## config.mk

```make
export PLATFORM = sky130hd
export DESIGN_NAME = product_bcd_converter
export DESIGN_NICKNAME = d
export VERILOG_FILES = /design/src/rtl/product_bcd_converter.sv
export SDC_FILE = /design/constraint.sdc
export NUM_CORES = 1
export LEC_CHECK = 0
export ABC_AREA = 1
export BUFFER_PORTS_ARGS = -buffer_cell sky130_fd_sc_hd__buf_2
export CORE_MARGIN = 2
export CORE_UTILIZATION = 56
export DETAILED_ROUTE_END_ITERATION = 10
export GPL_TIMING_DRIVEN = 0
export PLACE_DENSITY_LB_ADDON = 0.12
export SLEW_MARGIN = 20
export SYNTH_ARGS = -nofsm -noshare
export SYNTH_HDL_FRONTEND = slang
export SYNTH_SLANG_ARGS = --single-unit
export TNS_END_PERCENT = 20
```

## constraint.sdc

```tcl
create_clock -name clk -period 1.5 [get_ports clk]
set_input_delay 0.3 -clock clk [delete_from_list [all_inputs] [get_ports clk]]
set_output_delay 0.3 -clock clk [all_outputs]
set_load 0.1 [all_outputs]
```

## src/rtl/product_bcd_converter.sv

```systemverilog
// Sequential double-dabble binary-to-BCD converter, one bit per clock, with a start/busy/done handshake.
// Optional registered leading-zero blank flags when BCD_LEADING_ZERO_BLANK_EN is defined.
module product_bcd_converter #(
  parameter int WIDTH  = 8,
  parameter int DIGITS = 3
) (
  input  logic                  clk,
  input  logic                  rst,
  input  logic                  start,
  input  logic [WIDTH-1:0]      bin,
  output logic                  busy,
  output logic                  done,
  output logic [4*DIGITS-1:0]   bcd
`ifdef BCD_LEADING_ZERO_BLANK_EN
  ,
  output logic [DIGITS-1:0]     blank
`endif
);

  localparam int BW = 4 * DIGITS;
  localparam int CW = (WIDTH > 1) ? $clog2(WIDTH) : 1;
  localparam logic [CW-1:0] LAST = CW'(WIDTH - 1);

  typedef enum logic [1:0] {S_IDLE, S_SHIFT, S_DONE} state_t;

  state_t          state_q, state_d;
  logic [WIDTH-1:0] sr_q, sr_d;
  logic [BW-1:0]    acc_q, acc_d;
  logic [CW-1:0]    cnt_q, cnt_d;
  logic [BW-1:0]    bcd_q, bcd_d;
  logic [BW-1:0]    adj;
  logic [BW-1:0]    acc_sh;
  logic [WIDTH-1:0] sr_sh;
`ifdef BCD_LEADING_ZERO_BLANK_EN
  logic [DIGITS-1:0] blank_q, blank_d, blank_nx;
`endif

  always_ff @(posedge clk or posedge rst) begin
    if (rst) begin
      state_q <= S_IDLE;
      sr_q    <= '0;
      acc_q   <= '0;
      cnt_q   <= '0;
      bcd_q   <= '0;
`ifdef BCD_LEADING_ZERO_BLANK_EN
      blank_q <= {{(DIGITS-1){1'b1}}, 1'b0};
`endif
    end else begin
      state_q <= state_d;
      sr_q    <= sr_d;
      acc_q   <= acc_d;
      cnt_q   <= cnt_d;
      bcd_q   <= bcd_d;
`ifdef BCD_LEADING_ZERO_BLANK_EN
      blank_q <= blank_d;
`endif
    end
  end

  always_comb begin
    state_d = state_q;
    sr_d    = sr_q;
    acc_d   = acc_q;
    cnt_d   = cnt_q;
    bcd_d   = bcd_q;

    // Add-3 correction per digit, no inter-digit carry, then a joint left shift.
    adj = acc_q;
    for (int unsigned d = 0; d < DIGITS; d++) begin
      if (acc_q[4*d +: 4] >= 4'd5) adj[4*d +: 4] = acc_q[4*d +: 4] + 4'd3;
    end
    {acc_sh, sr_sh} = {adj, sr_q} << 1;

`ifdef BCD_LEADING_ZERO_BLANK_EN
    blank_d  = blank_q;
    blank_nx = '0;
    for (int unsigned k = 1; k < DIGITS; k++) begin
      blank_nx[k] = 1'b1;
      for (int unsigned j = k; j < DIGITS; j++) begin
        if (acc_sh[4*j +: 4] != 4'd0) blank_nx[k] = 1'b0;
      end
    end
`endif

    case (state_q)
      S_IDLE: begin
        if (start) begin
          sr_d    = bin;
          acc_d   = '0;
          cnt_d   = '0;
          state_d = S_SHIFT;
        end
      end
      S_SHIFT: begin
        acc_d = acc_sh;
        sr_d  = sr_sh;
        if (cnt_q == LAST) begin
          bcd_d   = acc_sh;
`ifdef BCD_LEADING_ZERO_BLANK_EN
          blank_d = blank_nx;
`endif
          state_d = S_DONE;
        end else begin
          cnt_d = cnt_q + CW'(1);
        end
      end
      S_DONE:  state_d = S_IDLE;
      default: state_d = S_IDLE;
    endcase
  end

  assign busy = (state_q != S_IDLE);
  assign done = (state_q == S_DONE);
  assign bcd  = bcd_q;
`ifdef BCD_LEADING_ZERO_BLANK_EN
  assign blank = blank_q;
`endif

endmodule

```

==> impl_metrics.toml, run 1 <==
[run_status]
status = "finished, final reports clean"

[yosys]
synth_area_sq_um = 1820
synthArstFlopShare = 1.00
synth.ff_latch_count = 37
synth_edf_count = 0
netlist_top_cells_count = "69 x nand2_1, 37 x dfrtp_1, 24 x nand3_1"
postSynthCellCount = 215
ys_warn_count = 0
synth_ff_type = "dfrtp_1"
yosys.cell_types.count = 20
ys_seq_area_frac = 0.509
yosysTopAreaCellShare = 0.509
syn_nets = 234
synthTopCellsByArea = "dfrtp_1 51%, nand2_1 14%, nand3_1 6.6%"
yosysTopAreaCell = "dfrtp_1"
synth.most_common_cell = "nand2_1"
syn_avg_cell_area_sq_um = 8.46

[cts]
cts_root_buf = "clkbuf_4"
insertion_delay_ns = 0.34
clock_path_buffers = 2
cts_made_buffers = 5
cts.clk_slew.worst_paths_ns = 0.11
cts_tree = "done"
cts.sinks = 37
htree_levels = 2

[placed_design]
port_buffers = 24
placed_cells = 284
globalplace.congestion = 0.870
dp_hpwl_um = 2590

[floorplanning]
fp.dieH_um = 61.0
ios = 25
die_area_sq_um = 3720
coreArea_sq_um = 3080
rows = 20
die_w_um = 61.0
initial_core_util = 0.591

[run]
drv_cap = 0

[timing]
setup_viol = 0
hold_viol = 0
rsz0062_at_grt = "yes"
finalClockSkew_ns = 0.00362
finalCritPeriodShare = 0.994
slew_violations = 0
fmax_mhz = 671
worst_slew_pin_slew_ns = 0.486
finalCriticalPeriod_ns = 1.49
maxSlewHeadroom = 0.678

[worst_hold_path]
hp-start = "bin[0]"
min_path_type = "input pin to flip-flop"

[drt]
dr.pass1.iters = 4
drtAntennaViolNets = 0
first_iter_violations = 109
wl_per_cell_um = 12.6
wl_um = 3690
drc = 0
viasPerCell = 5.30
vias = 1548

[worst_setup_path]
crit_start = "state_q[1]$_DFFE_PP0P_"
critical_path.max_fanout = 3
startpoint_type = "flip-flop"
worstSetupPathType = "flip-flop to output port"
cp_slowest_stage_delay_ns = 0.45
endpoint_kind = "output port"
cp.arrival_ns = 1.19
reg2reg_from = "cnt_q[0]$_DFFE_PP0P_"
reg2reg_slack_ns = 0.08
slowest_stage = "dfrtp_1"
worstPathCellList = "nor2_2 > inv_1 > buf_6"
critPathRequiredTime_ns = 1.20

[final_layout]
layout.nets = 267
drive_gt1_frac = 0.206
antennaDiodeCount = 0
fin_util = 0.689
syn_to_final_growth_pct = 16.6
fin_cells = 292

[global_route]
grt_pass1_vias = 1415
gr-total-overflow = 0
grt_pass1_wl_um = 6140
grt_max_degree = 29
track_usage = 0.229
antenna_found_initial = 0
## area by class of cell
class / instances / area, sq um
Buffer: 5 / 48.8
Clock buffer: 7 / 55.1
Fill cell: 271 / 958
Inverter: 21 / 81.3
Multi-Input combinational cell: 152 / 781
Sequential cell: 37 / 927
Tap cell: 44 / 55.1
Timing Repair Buffer: 26 / 171
## sequential cells by signal (all words and copies together) (netlist names)
| name | cells |
|---|---|
| acc_q | 12 |
| bcd | 12 |
| sr_q | 8 |
| cnt_q | 3 |
| state_q | 2 |
## worst max-delay path, delay by kind of cell (launching register included)
| kind | cells | cell delay, ns |
|---|---|---|
| and+or+nand+nor | 1 | 0.15 |
| buffers and inverters | 2 | 0.25 |
| DFF | 1 | 0.45 |
## layout by cell type (no fill, tap or decap), types with 6 or more instances in the layout
master | netlist | final
inv_1 | 18 | 15
dfrtp_1 | 37 | 36
nand4_1 | 6 | 6
nand2_1 | 69 | 69
nor2_1 | 12 | 10
o21ai_0 | 19 | 18
nand3_1 | 24 | 23
buf_2 | 0 | 22
ha_1 | 8 | 8
## routing by layer
metal / vias up / track usage / part of all wire
met4: 0 / 0.121 / 0.022
met1: 725 / 0.301 / 0.49
li1: 772 / - / -
met3: 9 / 0.0576 / 0.040
met2: 42 / 0.350 / 0.45
met5: - / 0 / 0
## repair_timing
item,CTS,global route
pin swaps,0,1
endpoints found under the hold margin,9,0
gates resized for setup,6,7
setup buffers,0,0
setup endpoints to repair,14,18
hold buffers,1,0
## final timing paths
check,cells after the start,endpoint
setup / recovery,3,busy
hold / removal,3,sr_q[0]$_DFFE_PP0P_
setup reg to reg,8,bcd[11]$_DFFE_PP0P_
hold reg to reg,2,bcd[2]$_DFFE_PP0P_
max in group asynchronous,4,state_q[0]$_DFFE_PP0P_
min in group asynchronous,3,acc_q[10]$_DFFE_PP0P_
## per-stage QoR
stage                     TNS, ns  worst slack [ns]  hold WS, ns  instance area (sq um)
after CTS                       0           0.00725        0.192                   2100
after global routing       -0.151           -0.0524        0.197                   2120
after global placement      -5.13            -0.140        0.456                   2000
after detailed placement  -0.0307           -0.0146        0.237                   2020
after floorplan                 0            0.0928        0.442                   1830
final                           0           0.00940        0.195                   2120
## cells by family after synthesis
group	Yosys count	synth area share
AO/OA/AOI/OAI	29	0.0853
flip-flops	37	0.509
adder cells (fa/ha/maj)	8	0.0551
AND/OR/NAND/NOR	115	0.281
buffers and inverters	26	0.0695
Power of run 1 is left out: the tool's default activity adds up to more than one toggle a clock period on the data nets, which glitch-free logic cannot reach.
==> run 2, diff against run 1 <==
--- a/config.mk
+++ b/config.mk
@@ -5,7 +5,7 @@
 export SDC_FILE = /design/constraint.sdc
 export NUM_CORES = 1
 export LEC_CHECK = 0
-export ABC_AREA = 1
+export ABC_AREA = 0
 export BUFFER_PORTS_ARGS = -buffer_cell sky130_fd_sc_hd__buf_2
 export CORE_MARGIN = 2
 export CORE_UTILIZATION = 56
==> impl_metrics.toml, run 2 <==
[run_status]
status = "complete, but fails checks"
violations = "setup timing"

[final_layout]
antennaDiodeCount = 0
layout.nets = 232
layout_commonest_cell = "dfrtp_1"
drive_gt1_frac = 0.425
fin_cells = 258
final_cell_mix = "36 x dfrtp_1, 28 x nand2_1, 21 x buf_2"
syn_to_final_growth_pct = 25.8
fillers = 252

[worst_setup_path]
endpoint_kind = "output port"
slowest_stage = "dfrtp_1"
critPathRequiredTime_ns = 1.20
worstRegToRegCells = 5
cp.arrival_ns = 1.27
worstSetupPathType = "flip-flop to output port"
critical_path.max_fanout = 3
reg2reg_from = "acc_q[8]$_DFFE_PP0P_"
cp_slowest_stage_delay_ns = 0.41
reg2reg_slack_ns = 0.01
startpoint_type = "flip-flop"
worstPathCellList = "buf_6 > or2_4 > buf_12"
worstReg2RegEnd = "bcd[10]$_DFFE_PP0P_"

[global_route]
gr-total-overflow = 0
grt_pass1_wl_um = 6140
grt_max_degree = 38
antenna_found_initial = 0
track_usage = 0.232
grt_pass1_vias = 1321

[timing]
setup_viol = 1
fmax_mhz = 635
finalCriticalPeriod_ns = 1.57
setup_tns_ns = -0.0740
finalCritPeriodShare = 1.05
worst_slew_pin_slew_ns = 0.764
rsz0062_at_grt = "yes"
finalClockSkew_ns = 0.00855
hold_viol = 0
fin_ws_ns = -0.0740
maxSlewHeadroom = 0.490
slew_violations = 0
finalHoldWorstSlack_ns = 0.0746

[floorplanning]
initial_core_util = 0.596
rows = 20
die_w_um = 61.2
ios = 25
die_area_sq_um = 3750
fp.dieH_um = 61.2
coreArea_sq_um = 3080

[yosys]
syn_avg_cell_area_sq_um = 10.6
netlist_top_cells_count = "37 x dfrtp_1, 28 x nand2_1, 11 x o21ai_0, 11 x o21ai_1, 10 x o21ai_2"
yosys.cell_types.count = 31
postSynthCellCount = 173
ys_seq_area_frac = 0.505
synth.ff_latch_count = 37
yosysTopAreaCellShare = 0.505
synth_edf_count = 0
synth_ff_type = "dfrtp_1"
syn_nets = 192
yosysTopAreaCell = "dfrtp_1"
synthTopCellsByArea = "dfrtp_1 50%, nand2_1 5.7%, ha_1 5.5%"
synthArstFlopShare = 1.00
synth.most_common_cell = "dfrtp_1"
synth_area_sq_um = 1830
ys_warn_count = 0

[drt]
viasPerCell = 5.48
drc = 0
drtAntennaViolNets = 0
wl_per_cell_um = 14.6
vias = 1414
dr.pass1.iters = 4
wl_um = 3760
first_iter_violations = 107

[cts]
cts_root_buf = "clkbuf_4"
clock_path_buffers = 2
cts.sinks = 37
cts_tree = "done"
cts_made_buffers = 5
hold_buffers = 0
insertion_delay_ns = 0.35
htree_levels = 2
cts.clk_slew.worst_paths_ns = 0.11

[run]
drv_cap = 0

[placed_design]
globalplace.congestion = 0.804
dp_slack_ns = -0.154
port_buffers = 24
dp_hpwl_um = 2460
placed_cells = 241

[worst_hold_path]
min_path_type = "input pin to async pin"
run 2: cell types whose count changed after synthesis, moves of 9 or more:
cell / change
o21ai_2: +9
nor2_1: -9
nand2_1: -41
nand3_1: -22
inv_1: -10
o21ai_1: +10
run 2: layout make-up:
| type | count | area (sq um) | share of cell area |
|---|---|---|---|
| clock buffers | 6 | 41.3 | 0.0179 |
| multi-input cells | 120 | 948 | 0.411 |
| flip-flops and latches | 37 | 927 | 0.402 |
| inverters | 9 | 33.8 | 0.0146 |
| well taps | 44 | 55.1 | 0.0239 |
| plain buffers | 7 | 68.8 | 0.0298 |
| clock inverters | 2 | 10.0 | 0.00434 |
| repair buffers | 33 | 223 | 0.0965 |
run 2: per-layer routing:
layer	GRT usage	wire length [um]	part of all wire	vias to the layer above
met5	0	0	0	-
met1	0.306	1690	0.45	692
met3	0.0714	130	0.035	9
met2	0.348	1850	0.49	29
li1	-	-	-	684
met4	0.118	87	0.023	0
run 2: how the worst max path moves through the flow:
stage          slack [ns]              startpoint                   end
2_1_floorplan        0.02    acc_q[8]$_DFFE_PP0P_   bcd[10]$_DFFE_PP0P_
3_3_place_gp        -0.10                     rst  cnt_q[2]$_DFFE_PP0P_
5_1_grt             -0.12  state_q[0]$_DFFE_PP0P_                  busy
3_5_place_dp        -0.15    acc_q[0]$_DFFE_PP0P_  acc_q[2]$_DFFE_PP0P_
6_report            -0.07  state_q[0]$_DFFE_PP0P_                  busy
4_1_cts             -0.08  state_q[0]$_DFFE_PP0P_                  busy
run 2: what timing repair did:
| action | CTS | global route |
|---|---|---|
| pin swaps | 5 | 5 |
| resized for setup | 24 | 19 |
| endpoints found under the setup margin | 12 | 26 |
| buffers inserted | 6 | 3 |
run 2: worst max-delay path: cells and delay by family (launching register included):
family | cells | cell delay [ns]
AND/OR/NAND/NOR | 1 | 0.23
buffers and inverters | 2 | 0.29
flip-flops | 1 | 0.41
run 2: per-stage QoR:
| stage | util | instance area (sq um) |
|---|---|---|
| after floorplan | - | 1840 |
| after global placement | 0.655 | 2020 |
| after detailed placement | 0.655 | 2020 |
| after CTS | 0.714 | 2200 |
| after global routing | 0.750 | 2310 |
| final | 0.750 | 2310 |
run 2: cells by family (layout without fill, tap and decap cells):
kind of cell	Yosys count	in the layout	share of synthesized area
compound gates	51	51	0.187
simple gates	49	49	0.132
flops	37	37	0.505
xor+xnor	3	3	0.0143
buf+inv	16	57	0.0525
fa+ha+maj	8	8	0.0546
mux	9	9	0.0546
Power of run 2 is left out for the same reason.
==> run 3, diff against run 2 <==
--- a/config.mk
+++ b/config.mk
@@ -12,6 +12,8 @@
 export DETAILED_ROUTE_END_ITERATION = 10
 export GPL_TIMING_DRIVEN = 0
 export PLACE_DENSITY_LB_ADDON = 0.12
+export RECOVER_POWER = 50
+export SKIP_CTS_REPAIR_TIMING = 1
 export SLEW_MARGIN = 20
 export SYNTH_ARGS = -nofsm -noshare
 export SYNTH_HDL_FRONTEND = slang
==> impl_metrics.toml, run 3 (synthesis gave the netlist of run 2 again) <==
[final_layout]
fin_util = 0.740
fillers = 246
layout.nets = 230
syn_to_final_growth_pct = 24.1
layout_commonest_cell = "dfrtp_1"
seq_area_sq_um = 927
drive_gt1_frac = 0.406
fin_area_sq_um = 2280
final_cell_mix = "36 x dfrtp_1, 29 x nand2_1, 20 x buf_2"
multiInputGateArea_sq_um = 931
fin_cells = 256
antennaDiodeCount = 0

[drt]
drc = 0
first_iter_violations = 112
dr.pass1.iters = 5
wl_per_cell_um = 14.3
vias = 1371
drtAntennaViolNets = 0
drt-met1-wl_um = 1590
routed-wl-met3_um = 137
met2WireLength_um = 1890
viasPerCell = 5.36
highest_layer = "met4"
wl_um = 3650

[global_route]
track_usage = 0.220
gr-total-overflow = 0
grt_pass1_vias = 1254
grt_pass1_wl_um = 5830
antenna_found_initial = 0
grt_max_degree = 38

[timing]
fmax_mhz = 616
hold_viol = 0
worst_slew_pin_slew_ns = 1.35
slew_violations = 0
finalClockSkew_ns = 0.0155
finalCritPeriodShare = 1.08
rsz0062_at_grt = "yes"
maxSlewHeadroom = 0.102
fin_ws_ns = -0.124
setup_tns_ns = -0.138
finalCriticalPeriod_ns = 1.62
setup_viol = 2

[cts]
insertion_delay_ns = 0.34
cts.sinks = 37
cts_tree = "done"
cts.clk_slew.worst_paths_ns = 0.10
cts_root_buf = "clkbuf_4"
cts_made_buffers = 5
htree_levels = 2
clock_path_buffers = 2

[worst_setup_path]
worstRegToRegCells = 5
cp.arrival_ns = 1.32
crit_start = "state_q[0]$_DFFE_PP0P_"
reg2reg_from = "state_q[0]$_DFFE_PP0P_"
worstReg2RegEnd = "sr_q[6]$_DFFE_PP0P_"
worstSetupPathType = "flip-flop to output port"
critPathRequiredTime_ns = 1.20
worstSetupEndpoint = "busy"
endpoint_kind = "output port"
startpoint_type = "flip-flop"
critical_path.max_fanout = 7
reg2reg_slack_ns = 0

[floorplanning]
initial_core_util = 0.596
coreArea_sq_um = 3080
die_area_sq_um = 3750
rows = 20
fp.dieH_um = 61.2
die_w_um = 61.2
ios = 25

[run_status]
violations = "setup timing"
status = "complete, but fails checks"

[placed_design]
port_buffers = 24
placed_cells = 241
dp_hpwl_um = 2460
globalplace.congestion = 0.804
dpl_cell_area_sq_um = 2020

[run]
drv_cap = 0

[worst_hold_path]
min_path_type = "input pin to flip-flop"
-- run 3: stage by stage --
| stage | hold WS, ns | setup slack (ns) |
|---|---|---|
| after global routing | 0.221 | -0.187 |
| after detailed placement | 0.460 | -0.154 |
| final | 0.231 | -0.124 |
| after CTS | 0.0875 | -0.376 |
| after floorplan | 0.450 | 0.0168 |
| after global placement | 0.455 | -0.102 |
-- run 3: worst min-delay path by stage --
| stage | end | from | cells past startpoint | slack (ns) |
|---|---|---|---|---|
| floorplan | sr_q[6]$_DFFE_PP0P_ | sr_q[6]$_DFFE_PP0P_ | 2 | 0.45 |
| global placement | bcd[4]$_DFFE_PP0P_ | bcd[4]$_DFFE_PP0P_ | 2 | 0.46 |
| detailed placement | bcd[4]$_DFFE_PP0P_ | bcd[4]$_DFFE_PP0P_ | 2 | 0.46 |
| CTS | acc_q[10]$_DFFE_PP0P_ | rst | 2 | 0.09 |
| global route | sr_q[3]$_DFFE_PP0P_ | bin[3] | 3 | 0.22 |
| finish | sr_q[0]$_DFFE_PP0P_ | bin[0] | 2 | 0.23 |
-- run 3: layout make-up --
cell class | count | share of cell area
sequential | 37 | 0.407
inverter | 9 | 0.0148
buffer | 7 | 0.0313
multi-input combinational | 120 | 0.409
timing repair buffer | 31 | 0.0912
clock inverter | 2 | 0.00440
clock buffer | 6 | 0.0181
tap | 44 | 0.0242
-- run 3: routing by layer --
| metal | vias up | global-route usage |
|---|---|---|
| met3 | 2 | 0.0651 |
| li1 | 678 | - |
| met4 | 0 | 0.0994 |
| met1 | 669 | 0.296 |
| met5 | - | 0 |
| met2 | 22 | 0.328 |
-- run 3: critical path: stages (launching register included) --
cell     delay (ns)
dfrtp_1        0.44
buf_6          0.16
or2_4          0.24
buf_12         0.17
Power of run 3 is left out for the same reason.
